--- src/rtl/alu_ctrl_pkg.sv ---
// ALU control shared definitions: main-control classes, R-type funct
// codes, decoded ALU op codes and the sequencer state encoding.
package alu_ctrl_pkg;

  localparam logic [2:0] A_ADDI = 3'b000;
  localparam logic [2:0] A_BEQZ = 3'b001;
  localparam logic [2:0] A_LW   = 3'b010;
  localparam logic [2:0] A_SW   = 3'b011;
  localparam logic [2:0] A_DEC  = 3'b100;

  localparam logic [5:0] F_ADD  = 6'h20;
  localparam logic [5:0] F_AND  = 6'h24;
  localparam logic [5:0] F_OR   = 6'h25;
  localparam logic [5:0] F_SEQ  = 6'h28;
  localparam logic [5:0] F_SLE  = 6'h2C;
  localparam logic [5:0] F_SLL  = 6'h04;
  localparam logic [5:0] F_SLT  = 6'h2A;
  localparam logic [5:0] F_SNE  = 6'h29;
  localparam logic [5:0] F_SRA  = 6'h07;
  localparam logic [5:0] F_SRL  = 6'h06;
  localparam logic [5:0] F_SUB  = 6'h22;
  localparam logic [5:0] F_XOR  = 6'h26;
  localparam logic [5:0] F_MUL  = 6'h0E;
  localparam logic [5:0] F_DIV  = 6'h0F;

  localparam logic [5:0] D_BEQZ  = 6'h00;
  localparam logic [5:0] D_ADDI  = 6'h08;
  localparam logic [5:0] D_LW    = 6'h23;
  localparam logic [5:0] D_SW    = 6'h2B;
  localparam logic [5:0] D_ADD   = 6'h08;
  localparam logic [5:0] D_AND   = 6'h0C;
  localparam logic [5:0] D_OR    = 6'h0D;
  localparam logic [5:0] D_SEQ   = 6'h18;
  localparam logic [5:0] D_SLE   = 6'h1C;
  localparam logic [5:0] D_SLL   = 6'h14;
  localparam logic [5:0] D_SLT   = 6'h1A;
  localparam logic [5:0] D_SNE   = 6'h19;
  localparam logic [5:0] D_SRA   = 6'h17;
  localparam logic [5:0] D_SRL   = 6'h16;
  localparam logic [5:0] D_SUB   = 6'h0A;
  localparam logic [5:0] D_XOR   = 6'h0E;
  localparam logic [5:0] D_MUL   = 6'h3E;
  localparam logic [5:0] D_DIV   = 6'h3F;
  localparam logic [5:0] D_ILL_A = 6'h00;
  localparam logic [5:0] D_ILL_R = 6'h0E;

  typedef enum logic {
    IDLE = 1'b0,
    BUSY = 1'b1
  } state_t;

endpackage

--- src/rtl/alu_ctrl_decode.sv ---
// Combinational ALU control table.
// In: alu_op, opcode, funct. Out: dec_op, illegal, is_multi.
module alu_ctrl_decode
  import alu_ctrl_pkg::*;
#(
  parameter int OP_W = 6
) (
  input  logic [2:0]      alu_op,
  input  logic [OP_W-1:0] opcode,
  input  logic [OP_W-1:0] funct,
  output logic [OP_W-1:0] dec_op,
  output logic            illegal,
  output logic            is_multi
);

  always_comb begin
    dec_op   = '0;
    illegal  = 1'b0;
    is_multi = 1'b0;
    unique case (alu_op)
      A_ADDI: dec_op = OP_W'(D_ADDI);
      A_BEQZ: dec_op = OP_W'(D_BEQZ);
      A_LW:   dec_op = OP_W'(D_LW);
      A_SW:   dec_op = OP_W'(D_SW);
      A_DEC: begin
        if (opcode != '0) begin
          dec_op = opcode;
        end else begin
          case (funct)
            OP_W'(F_ADD): dec_op = OP_W'(D_ADD);
            OP_W'(F_AND): dec_op = OP_W'(D_AND);
            OP_W'(F_OR):  dec_op = OP_W'(D_OR);
            OP_W'(F_SEQ): dec_op = OP_W'(D_SEQ);
            OP_W'(F_SLE): dec_op = OP_W'(D_SLE);
            OP_W'(F_SLL): dec_op = OP_W'(D_SLL);
            OP_W'(F_SLT): dec_op = OP_W'(D_SLT);
            OP_W'(F_SNE): dec_op = OP_W'(D_SNE);
            OP_W'(F_SRA): dec_op = OP_W'(D_SRA);
            OP_W'(F_SRL): dec_op = OP_W'(D_SRL);
            OP_W'(F_SUB): dec_op = OP_W'(D_SUB);
            OP_W'(F_XOR): dec_op = OP_W'(D_XOR);
            OP_W'(F_MUL): begin
              dec_op   = OP_W'(D_MUL);
              is_multi = 1'b1;
            end
            OP_W'(F_DIV): begin
              dec_op   = OP_W'(D_DIV);
              is_multi = 1'b1;
            end
            default: begin
              dec_op  = OP_W'(D_ILL_R);
              illegal = 1'b1;
            end
          endcase
        end
      end
      default: begin
        dec_op  = OP_W'(D_ILL_A);
        illegal = 1'b1;
      end
    endcase
  end

endmodule

--- src/rtl/alu_ctrl_seq.sv ---
// ALU control sequencer: valid/ready wrapper around the decode table,
// with an IDLE/BUSY FSM that stretches MUL/DIV to their latencies.
// In: clk, rst, flush, in_valid, alu_op, opcode, funct, out_ready.
// Out: in_ready, out_valid, dec_op, illegal, mc_busy.
module alu_ctrl_seq
  import alu_ctrl_pkg::*;
#(
  parameter int OP_W    = 6,
  parameter int MUL_LAT = 4,
  parameter int DIV_LAT = 8
) (
  input  logic            clk,
  input  logic            rst,
  input  logic            flush,
  input  logic            in_valid,
  output logic            in_ready,
  input  logic [2:0]      alu_op,
  input  logic [OP_W-1:0] opcode,
  input  logic [OP_W-1:0] funct,
  output logic            out_valid,
  input  logic            out_ready,
  output logic [OP_W-1:0] dec_op,
  output logic            illegal,
  output logic            mc_busy
);

  localparam int MAX_LAT = (MUL_LAT > DIV_LAT) ? MUL_LAT : DIV_LAT;
  localparam int CNT_W   = $clog2(MAX_LAT);

  state_t          state;
  logic [CNT_W-1:0] cnt;
  logic [OP_W-1:0] mc_op;

  logic [OP_W-1:0] d_op;
  logic            d_ill;
  logic            d_multi;
  logic            accept;

  alu_ctrl_decode #(.OP_W(OP_W)) u_dec (
    .alu_op   (alu_op),
    .opcode   (opcode),
    .funct    (funct),
    .dec_op   (d_op),
    .illegal  (d_ill),
    .is_multi (d_multi)
  );

  assign in_ready = (state == IDLE) && (!out_valid || out_ready) && !flush;
  assign accept   = in_valid && in_ready;

  always_ff @(posedge clk or posedge rst) begin
    if (rst) begin
      state     <= IDLE;
      cnt       <= '0;
      mc_op     <= '0;
      out_valid <= 1'b0;
      dec_op    <= '0;
      illegal   <= 1'b0;
      mc_busy   <= 1'b0;
    end else if (flush) begin
      state     <= IDLE;
      cnt       <= '0;
      out_valid <= 1'b0;
      mc_busy   <= 1'b0;
    end else begin
      // a same-cycle single-cycle accept below overrides this clear
      if (out_valid && out_ready) out_valid <= 1'b0;
      unique case (state)
        IDLE: begin
          if (accept && d_multi) begin
            state   <= BUSY;
            mc_op   <= d_op;
            mc_busy <= 1'b1;
            cnt     <= (d_op == OP_W'(D_MUL)) ? CNT_W'(MUL_LAT - 1)
                                              : CNT_W'(DIV_LAT - 1);
          end else if (accept) begin
            out_valid <= 1'b1;
            dec_op    <= d_op;
            illegal   <= d_ill;
          end
        end
        BUSY: begin
          if (cnt == '0) begin
            state     <= IDLE;
            mc_busy   <= 1'b0;
            out_valid <= 1'b1;
            dec_op    <= mc_op;
            illegal   <= 1'b0;
          end else begin
            cnt <= cnt - 1'b1;
          end
        end
        default: state <= IDLE;
      endcase
    end
  end

endmodule

--- config.mk ---
export PLATFORM = sky130hd
export DESIGN_NAME = alu_ctrl_seq
export DESIGN_NICKNAME = d
export VERILOG_FILES = /design/src/rtl/alu_ctrl_pkg.sv /design/src/rtl/alu_ctrl_decode.sv /design/src/rtl/alu_ctrl_seq.sv
export SDC_FILE = /design/constraint.sdc
export NUM_CORES = 1
export LEC_CHECK = 0
export CELL_PAD_IN_SITES_DETAIL_PLACEMENT = 1
export CELL_PAD_IN_SITES_GLOBAL_PLACEMENT = 1
export CORE_MARGIN = 2
export CORE_UTILIZATION = 39
export DETAILED_ROUTE_END_ITERATION = 12
export GPL_ROUTABILITY_DRIVEN = 0
export HOLD_SLACK_MARGIN = 0.03
export PLACE_DENSITY = 0.85
export SLEW_MARGIN = 20
export SYNTH_ARGS = -nofsm -noshare
export SYNTH_HDL_FRONTEND = slang
export SYNTH_SLANG_ARGS = --single-unit
--- constraint.sdc ---
create_clock -name clk -period 5 [get_ports clk]
set_input_delay 0.5 -clock clk [delete_from_list [all_inputs] [get_ports clk]]
set_output_delay 0.5 -clock clk [all_outputs]
set_load 0.02 [all_outputs]
==> metrics.txt, run 1 <==
layout cell share with drive strength beyond 1 about 11%; CTS H-tree lvls 1; Final #Nets a little under 200; most common cell after layout, fill and taps aside clkdlybuf4s50_1; worst endpoint required time around 5.2 ns; Core Rows 20; post-CTS resize count 0; worst path arrival time about 3.1 ns; Via Count roughly 1200; chip width 60.44 um; vias in the first global route ~1200; leak pwr roughly 0.66 nW; Post-Place Setup Slack between 1.5 and 2 ns; Num CTS Buffers 3; DR vias/cell about 5.3; cts-stage hold buffer count 0; grt ovf 0; sequential area share after synthesis between 30% and 40%; status finished clean; syn_nets around 170; Post-Syn Area between 1000 and 1500 sq um; fraction of the cycle the final worst path needs 58.57%; distinct cell type count after synthesis 36; flip-flop and latch count after synthesis 19; placed instance count approximately 210; post-CTS setup buffers 0; IO Port Bufs 29; Setup TNS 0 ns; CTS Buffer Depth 2; dpl cell area roughly 1600 sq um; Setup CP Type input port to register; CTS sink count 19; final hold slack approximately 0.48 ns; post-DP HPWL ~2.6 mm; Setup crit start kind input port; Ant. Diodes 0; peak fanout along the critical path 13; commonest non-fill, non-tap cells in the layout clkdlybuf4s50_1 (29), dfrtp_1 (19), a21oi_1 (16), nor2_1 (13), nand2_1 (13); critical path cell sequence clkdlybuf4s50_1, nor4_4, nand3_2, nor4b_4, or3_1, mux2_2; global-route wire length before repair 5.547 mm; biggest area consumer among synthesized cells dfrtp_1; initial antenna violation count 0; power per cell area ~210 nW/um^2; Starting Density around two fifths; final cell count without fillers 217; largest net degree at the start of global routing 20; fill count a little under 400; worst hold path class register to register; CTS tree yes; I/O pins 30; die area roughly 3700 sq um; count of final hold-check violations 0; root buffer cell clkbuf_4; Final Setup Violations 0; clk_skew 0.006782 ns; Buf+Inv Stages, Crit Path 1; GRT Total Usage roughly a fifth; max_cap viols 0; drt total wl between 3 and 4 mm; Routed Antenna Nets 0; design area about 1600 sq um; Die Y about 60 um; Final min period around 2.9 ns; Ys Warns 0; Area Growth Syn to Fin 27.39%; drt drc 0; worst setup margin 2.072 ns; CP top delay family simple AND/OR/NAND/NOR gates; Starting DRT DRC Count 68; Tightest Pin Transition ~0.7 ns; area of the multi-input gates 698.2 sq um; Clock Latency Late Sink roughly 0.3 ns; slowest stage delay, CP approximately 0.66 ns; Post-Syn Instances around 150; CP max-delay cell nor4b_4; unrepaired setup endpoints after global routing no; total core area around 3000 sq um; DRT Pass-1 Iters 4; Worst-path clk slew 0.10 ns; FMAX roughly 340 MHz; Worst setup EP type register; wire length per cell approximately 15 um; VDD IR-drop max slightly below 0.1 mV; Max Slew Vio Count 0; FF+latch area about 480 sq um; Slew headroom a little over half; top cells by area, synth dfrtp_1 (38%), a21oi_1 (6.4%), a211oi_1 (4.2%), o21ai_0 (4.0%), nand2_1 (3.9%); Yosys top cell area share a little under two fifths; Mean Syn Cell Area 8.452 sq um
## flip-flops by register name (all words and copies together), names as in the netlist
signal     flops
mc_busy        1
illegal        1
dec_op         6
out_valid      1
mc_op          6
state          1
cnt            3
## layout make-up
class	instances	area share (%)
multi-input combinational	111	44.11
sequential	19	30.04
timing repair buffer	29	18.34
tap	44	3.478
inverter	10	2.372
clock buffer	4	1.660
## report_power, final
part | switching, mW | internal (mW) | total, mW
Clock | 0.0454 | 0.0311 | 0.0766
Combinational | 0.0475 | 0.0435 | 0.0910
Sequential | 0.00431 | 0.162 | 0.166
Total | 0.0972 | 0.237 | 0.334
## logic make-up after synthesis
family / after synthesis / synth area share [%]
XOR/XNOR: 1 / 0.7051
AO/OA/AOI/OAI: 45 / 22.05
multiplexers: 3 / 2.719
AND/OR/NAND/NOR: 60 / 28.70
adder cells (fa/ha/maj): 2 / 2.014
flip-flops: 19 / 38.27
buffers and inverters: 17 / 5.539
## metrics by stage
step / utilization [%] / total power [mW]
finish: 51.84 / 0.3338
global route: 51.84 / 0.3532
global placement: 50.98 / 0.2578
detailed placement: 50.98 / 0.2617
CTS: 51.84 / 0.3385
floorplan: - / 0.2139
## Yosys cell counts (all sizes together)
cell type / count
or3: 1
a21oi: 16
nor4b: 1
ha: 2
o31ai: 2
a211o: 1
nor2b: 4
or2: 7
buf: 2
or4b: 2
a22oi: 1
o22ai: 3
nand2b: 4
xor2: 1
and2: 1
o41ai: 1
and3: 3
o211ai: 2
nor3b: 3
o21ai: 10
a41oi: 1
nand2: 13
a22o: 1
nor2: 13
mux2: 3
dfrtp: 19
inv: 10
nor3: 4
a211oi: 7
nor4: 2
clkbuf: 5
nand3: 2
## routing by layer
metal  part of all wire (%)  up-vias  GRT usage [%]
met5                      0        -              0
met4                   0.84        0          4.658
met3                    3.3        5          4.478
met2                     51       18          36.34
met1                     44      553          25.13
li1                       -      576              -
## final timing paths
| check | start | to | slack [ns] | depth (start not counted) |
|---|---|---|---|---|
| min in group asynchronous | rst | dec_op[3] | 0.60 | 2 |
| worst min register to register | mc_op[5] | mc_op[5] | 0.48 | 1 |
| worst max register to register | state | dec_op[3] | 2.52 | 5 |
| worst min-delay path | mc_op[5] | mc_op[5] | 0.48 | 1 |
| worst max-delay path | opcode[1] | dec_op[3] | 2.07 | 6 |
| max in group asynchronous | rst | cnt[2] | 3.95 | 2 |
No activity file was read; power rests on OpenSTA's default activity.
==> inputs of run 2 (changes only) <==
--- a/config.mk
+++ b/config.mk
@@ -8,11 +8,11 @@
 export CELL_PAD_IN_SITES_DETAIL_PLACEMENT = 1
 export CELL_PAD_IN_SITES_GLOBAL_PLACEMENT = 1
 export CORE_MARGIN = 2
-export CORE_UTILIZATION = 39
+export CORE_UTILIZATION = 36
 export DETAILED_ROUTE_END_ITERATION = 12
 export GPL_ROUTABILITY_DRIVEN = 0
 export HOLD_SLACK_MARGIN = 0.03
-export PLACE_DENSITY = 0.85
+export PLACE_DENSITY = 0.8
 export SLEW_MARGIN = 20
 export SYNTH_ARGS = -nofsm -noshare
 export SYNTH_HDL_FRONTEND = slang
==> constraint.sdc (replaced) <==
create_clock -name clk -period 3 [get_ports clk]
set_input_delay 0.3 -clock clk [delete_from_list [all_inputs] [get_ports clk]]
set_output_delay 0.3 -clock clk [all_outputs]
set_load 0.02 [all_outputs]
==> run 2 against run 1 <==
Net effect: critical path depth unchanged; sequential cell count stayed put; core utilization is 3.2 points lower; critical path type unchanged.
==> metrics.txt, run 2 (synthesis gave the netlist of run 1 again) <==
status finished clean (unchanged); Final Util 48.63% (was 51.84%); critical path cell sequence clkdlybuf4s50_1, nor4_4, nand3_2, nor4b_4, or3_1, mux2_2 (unchanged); VDD IR-drop max 0.1962 mV (was 0.09702 mV); CTS Buffer Depth 2 (unchanged); gr busiest metal met2 (unchanged); I/O pins 30 (unchanged); post-CTS resize count 0 (unchanged); grt ovf 0 (unchanged); DR vias/cell 5.281 (was 5.309); slowest stage delay, CP 0.49 ns (was 0.66 ns); post-DP HPWL 2.692 mm (was 2.573 mm); Setup crit start kind input port (unchanged); Tightest Pin Transition 0.7455 ns (was 0.7095 ns); worst path arrival time 2.47 ns (was 3.13 ns); vias in the first global route 1255 (was 1232); root buffer cell clkbuf_4 (unchanged); drt drc 0 (unchanged); Slew headroom 50.25% (was 52.65%); post-CTS setup buffers 0 (unchanged); count of final hold-check violations 0 (unchanged); IO Port Bufs 29 (unchanged); Final #Nets 201 (was 196); drt total wl 3.374 mm (was 3.207 mm); GRT Total Usage 18.16% (was 20.34%); met3 Track Usage GR 4.505% (was 4.478%); clock power share 23.0% (was 22.9%); design area 1623 sq um (was 1583 sq um); CTS H-tree lvls 1 (unchanged); Final Setup Violations 0 (unchanged); Max Slew Vio Count 0 (unchanged); Starting DRT DRC Count 37 (was 68); CP max-delay cell clkdlybuf4s50_1 (was nor4b_4); Worst-path clk slew 0.11 ns (was 0.10 ns); placed instance count 220 (was 213); die area 3937 sq um (was 3653 sq um); cell-internal power 396.3 uW (was 236.6 uW); final cell count without fillers 224 (was 217); wire length per cell 15.06 um (was 14.78 um); Ant. Diodes 0 (unchanged); Num CTS Buffers 3 (unchanged); Die Y 62.75 um (was 60.44 um); worst setup margin 0.7140 ns (was 2.072 ns); layout cell share with drive strength beyond 1 13.48% (was 10.98%); Psw 163.7 uW (was 97.25 uW); CTS tree yes (unchanged); dpl cell area 1597 sq um (was 1556 sq um); final hold slack 0.4191 ns (was 0.4798 ns); Flop pwr share 49.5% (was 49.8%); commonest non-fill, non-tap cells in the layout clkdlybuf4s50_1 (29), dfrtp_1 (19), a21oi_1 (16), nor2_1 (13), nand2_1 (13) (unchanged); combinational power share 27.5% (was 27.3%); met2 Use GR 31.59% (was 36.34%); largest net degree at the start of global routing 20 (unchanged); worst endpoint required time 3.19 ns (was 5.20 ns); Setup TNS 0 ns (unchanged); Clock Latency Late Sink 0.30 ns (about the same); Post-Place Setup Slack 0.4024 ns (was 1.734 ns); FMAX around 440 MHz; Via Count 1183 (was 1152); CTS sink count 19 (unchanged); unrepaired setup endpoints after global routing no (unchanged); Setup CP Type input port to register (unchanged); Area Growth Syn to Fin 30.61% (was 27.39%); total core area 3337 sq um (was 3053 sq um); Switching Share 29.23% (was 29.13%); Worst setup EP type register (unchanged); leak pwr 0.6842 nW (was 0.6589 nW); DRT Pass-1 Iters 4 (unchanged); Starting Density 37.23% (was 40.70%); clk_skew 0.007959 ns (was 0.006782 ns); Routed Antenna Nets 0 (unchanged); cts-stage hold buffer count 0 (unchanged); R2R depth 7 (was 5); power per cell area 345.0 nW/um^2 (was 210.9 nW/um^2); chip width 62.75 um (was 60.44 um); Final min period approximately 2.3 ns; most common cell after layout, fill and taps aside clkdlybuf4s50_1 (unchanged); max_cap viols 0 (unchanged); global-route wire length before repair 5.789 mm (was 5.547 mm); initial antenna violation count 0 (unchanged); peak fanout along the critical path 9 (was 13); met1 Usage GRT 23.00% (was 25.13%); Regs by FF count dec_op x6, mc_op x6, cnt x3 (unchanged); worst hold path class input port to async pin (was register to register); fraction of the cycle the final worst path needs around 76%; Core Rows 21 (was 20); total chip power 559.9 uW (was 333.8 uW)
## run 2: per-layer routing
metal | part of all wire, % | up-vias
met5 | 0 | -
met4 | 0.86 | 0
met3 | 3.9 | 2
met2 | 49 | 29
met1 | 46 | 563
li1 | - | 589
## run 2: cell type report
class,count,area [sq um]
fill,418,1714
multi-input combinational,111,698.2
sequential,19,475.5
timing repair buffer,34,327.8
tap,46,57.56
inverter,10,37.54
clock buffer,4,26.28
## run 2: power groups by stage
stage,logic (mW),clock network [mW],registers [mW]
6_report,0.154,0.129,0.277
3_5_place_dp,0.155,0,0.282
4_1_cts,0.155,0.135,0.277
2_1_floorplan,0.0573,0,0.299
5_1_grt,0.167,0.149,0.280
3_3_place_gp,0.151,0,0.282
## run 2: path summary, 6_finish.rpt
| path | start | slack [ns] | endpoint |
|---|---|---|---|
| worst max-delay path | opcode[0] | 0.71 | dec_op[3] |
| worst min-delay path | rst | 0.42 | mc_busy |
| worst max register to register | cnt[0] | 0.96 | dec_op[0] |
| worst min register to register | mc_op[2] | 0.49 | mc_op[2] |
| max in group asynchronous | rst | 2.11 | illegal |
| min in group clk | mc_op[2] | 0.49 | mc_op[2] |
## run 2: critical path: cells and delay by family
family	cells	cell delay (ns)
AND/OR/NAND/NOR	4	1.31
multiplexers	1	0.37
buffers and inverters	1	0.49
==> variant 1 (settings of run 1) <==
Change the parameter `MUL_LAT` from 4 to 8.
--- a/src/rtl/alu_ctrl_seq.sv
+++ b/src/rtl/alu_ctrl_seq.sv
@@ -7,5 +7,5 @@
 #(
   parameter int OP_W    = 6,
-  parameter int MUL_LAT = 4,
+  parameter int MUL_LAT = 8,
   parameter int DIV_LAT = 8
 ) (
Check against the original RTL: not equivalent (Yosys sat finds a counterexample within 10 cycles, from zero or initial values and one cycle with rst high).
==> variant 1 against run 1 <==
- design area shrank 0.47%
- sequential cell count did not move
- synthesized cell count decreased by 1.4%
- synthesized area decreased by 0.10%
- total power up 2.6%
- clock skew up 2.1 ps
- cell count fell by 1.8%
- critical path type is now in2out
- worst setup slack better by 430 ps
- wire length increased by 8.3%
==> variant 1: results (changes against run 1) <==
nets@finish 192 (-2.0%); Post-CTS Resized 0 (unchanged); Post-CTS Setup Repair Bufs 0 (unchanged); Iter 0 DRT Violations 47 (-31%); post-synthesis sequential area ratio 0.383 (+0.000386); drt first pass iters 4 (unchanged); Clk Tree Root Cell clkbuf_4; Clk Latency, worst-skew pair ~310 ps; ANT cells 0 (unchanged); H-tree depth 1 (unchanged); YS warnings 0 (unchanged); worst-path maximum fanout 8 (-5); TritonCTS buffer count 3 (unchanged); first-pass GRT wire length 5760 um (+3.9%); Via Count 1,180 (+2.4%); FILL cells 363 (-8.1%); Final HPWL DP 2700 um (+5.0%); vias in the first global route 1,255 (+1.9%); clock-pin slew on the worst setup and hold paths 100 ps (about the same); WP data arrival 2000 ps (-1130 ps); Leakage 0.666 nW (+1.1%); Slew HR 0.493 (-0.0338); switching share of power 0.306 (+0.0148); Longest Clk Path Bufs 2 (unchanged); share of cells above drive strength 1 0.112 (+0.00260); biggest registers after layout dec_op: 6 flops, mc_op: 6 flops, cnt: 3 flops; Commonest cells post-synth dfrtp_1, nor2_1, a21oi_1; syn_nets 167 (-1.2%); pin count of the biggest net entering global routing 20 (unchanged); outcome finished clean; Total GRT Usage 0.211 (+0.00772); Synth cell types 44 (+22%); asr flop ratio synth 1.00 (unchanged); DRT Wirelength 3470 um (+8.3%); Worst Hold Class reg2reg; IO Port Bufs 29 (unchanged); skew final 8.93 ps (+2.14 ps); Synth area leaders dfrtp_1, a21oi_1, o21ai_0, nor2_1, inv_1; Peak VDD IR 0.160 mV (+65%); antenna violations before repair 0 (unchanged)
==> variant 1: cell types whose count changed in the layout (fill, tap and decap cells not counted), moves of 2 or more <==
cell      delta
a211oi_1     -4
nand3_1      +2
a311oi_1     +3
nand2_1      -3
and3_1       -3
mux2_2       -2
or4b_2       -2
nand2b_1     -2
o22ai_1      -2
o41ai_2      +2
a21oi_1      -4
==> variant 1: through the flow <==
step | worst slack, ps | std cells | hold WS, ps | area [um2]
finish | 2500 | 213 | 478 | 1580
global route | 2440 | 213 | 512 | 1580
CTS | 2500 | 213 | 485 | 1580
detailed placement | 2230 | 209 | 458 | 1550
global placement | 2340 | 209 | 455 | 1550
floorplan | 2980 | 145 | 440 | 1240
==> variant 1: logic make-up (layout without fill, tap and decap cells) <==
group / Yosys count / after routing / synth area share
flops: 19 / 19 / 0.383
mux: 2 / 2 / 0.0171
compound gates: 46 / 46 / 0.260
fa+ha+maj: 2 / 2 / 0.0202
buf+inv: 19 / 43 / 0.0615
simple gates: 57 / 57 / 0.258
==> variant 1: final cells by class <==
cell class | count | area, um2 | share of cell area
Clock buffer | 3 | 22.5 | 0.0143
Clock inverter | 1 | 5.00 | 0.00318
Inverter | 10 | 37.5 | 0.0238
Multi-Input combinational cell | 107 | 689 | 0.438
Sequential cell | 19 | 475 | 0.302
Tap cell | 44 | 55.1 | 0.0349
Timing Repair Buffer | 29 | 290 | 0.184
==> variant 1: power groups by stage <==
stage	clock [W]	combinational, W	sequential, W
floorplan	0	0.0000372	0.000182
global placement	0	0.0000920	0.000170
detailed placement	0	0.0000947	0.000171
CTS	0.0000825	0.0000951	0.000168
global route	0.0000877	0.000102	0.000169
finish	0.0000802	0.0000945	0.000168
==> variant 1: critical path, stage by stage <==
cell             delay (ps)
clkdlybuf4s50_1         530
nor2_1                  220
and2_1                  150
clkdlybuf4s50_1         600
==> variant 1: final timing paths <==
path	slack, ps	to	cells past startpoint	from
hold / removal	480	mc_op[4]	1	mc_op[4]
max in group asynchronous	3900	state	2	rst
setup reg to reg	3300	dec_op[4]	6	cnt[0]
setup / recovery	2500	in_ready	4	flush
hold reg to reg	480	mc_op[4]	1	mc_op[4]
min in group asynchronous	610	dec_op[1]	2	rst
==> variant 1: routing by layer <==
metal | track usage | routed length, um | up-vias
met2 | 0.374 | 1750 | 26
met3 | 0.0448 | 142 | 7
li1 | - | - | 568
met5 | 0 | 0 | -
met1 | 0.259 | 1530 | 579
met4 | 0.0621 | 53 | 0
==> variant 2 (flow settings as in run 1) <==
Without the edit above. Make the reset (`rst`) synchronous in one clocked block.
--- a/src/rtl/alu_ctrl_seq.sv
+++ b/src/rtl/alu_ctrl_seq.sv
@@ -49,5 +49,5 @@
   assign accept   = in_valid && in_ready;
 
-  always_ff @(posedge clk or posedge rst) begin
+  always_ff @(posedge clk) begin
     if (rst) begin
       state     <= IDLE;
Behaviour: differs if rst is asserted again (counterexample within 4 cycles, from zero or initial values and one cycle with rst high); with rst held inactive, the same outputs for 10 cycles.
==> variant 2 against run 1 <==
- design area is 4.6% lower
- sequential cell count unchanged
- total power decreased by 13%
- wire length increased by 5.1%
- maximum frequency is 23% higher
- cell count down 3.7%
- synthesized area down 4.2%
- critical path depth fell by 2
- worst setup slack gained 540 ps
==> variant 2: results (changes against run 1) <==
outcome finished clean; skew final 1.37 ps (-5.41 ps); Final HPWL DP 2780 um (+8.2%); DRT Wirelength 3370 um (+5.1%); share of cells above drive strength 1 0.0739 (-0.0360); WP data arrival 1880 ps (-1250 ps); met1 Use GR 0.253 (+0.00204); crit path capture in_ready; Leakage 0.520 nW (-21%); Crit. Startpoint flush; pin count of the biggest net entering global routing 16 (-20%); hold path depth 2 (+1); Hold EP dec_op[3]; Clk Latency, worst-skew pair 280 ps (-20 ps); Final Non-Filler Cells 209 (-3.7%); Peak VDD IR 0.272 mV (+180%); Critical R2R Capture dec_op[4]; pre-CTS WS 2280 ps (+550 ps); met3 Usage GRT 0.0218 (-0.0229); ys flop type dfxtp_1; Vias/cell 5.74 (+8.1%); FILL cells 365 (-7.6%); worst-path maximum fanout 3 (-10); Int Pwr 0.000212 W (-10%); die width 59.2 um (-2.0%); first-pass GRT wire length 5800 um (+4.5%)
## variant 2: cell count changes after synthesis, sizes merged, moves of 3 or more
cell     before  now
nor2         13   24
a211oi        7    3
inv          10    6
dfrtp        19    0
mux2          3    0
or2           7    2
a2111oi       0    6
nor3          4    1
dfxtp         0   19
o211ai        2    5
## variant 2: area by class of cell
type,count,area (um2),area share
multi-input cells,118,748,0.495
flip-flops and latches,19,380,0.252
repair buffers,29,290,0.192
well taps,33,41.3,0.0273
clock buffers,3,22.5,0.0149
inverters,6,22.5,0.0149
clock inverters,1,5.00,0.00331
## variant 2: logic make-up (layout without fill, tap and decap cells)
logic type                 Yosys count  count (layout)  share of synthesized area
and+or+nand+nor                     66              66                      0.310
AOI/OAI and AO/OA                   48              48                      0.283
DFF                                 19              19                      0.320
buffers and inverters               13              39                     0.0515
adders and majority gates            2               2                     0.0210
xor gates and xnor gates             2               2                     0.0147
## variant 2: critical path, cell delays in order
cell	delay (ps)
clkdlybuf4s50_1	440
nor2_1	180
and2_1	160
clkdlybuf4s50_1	610
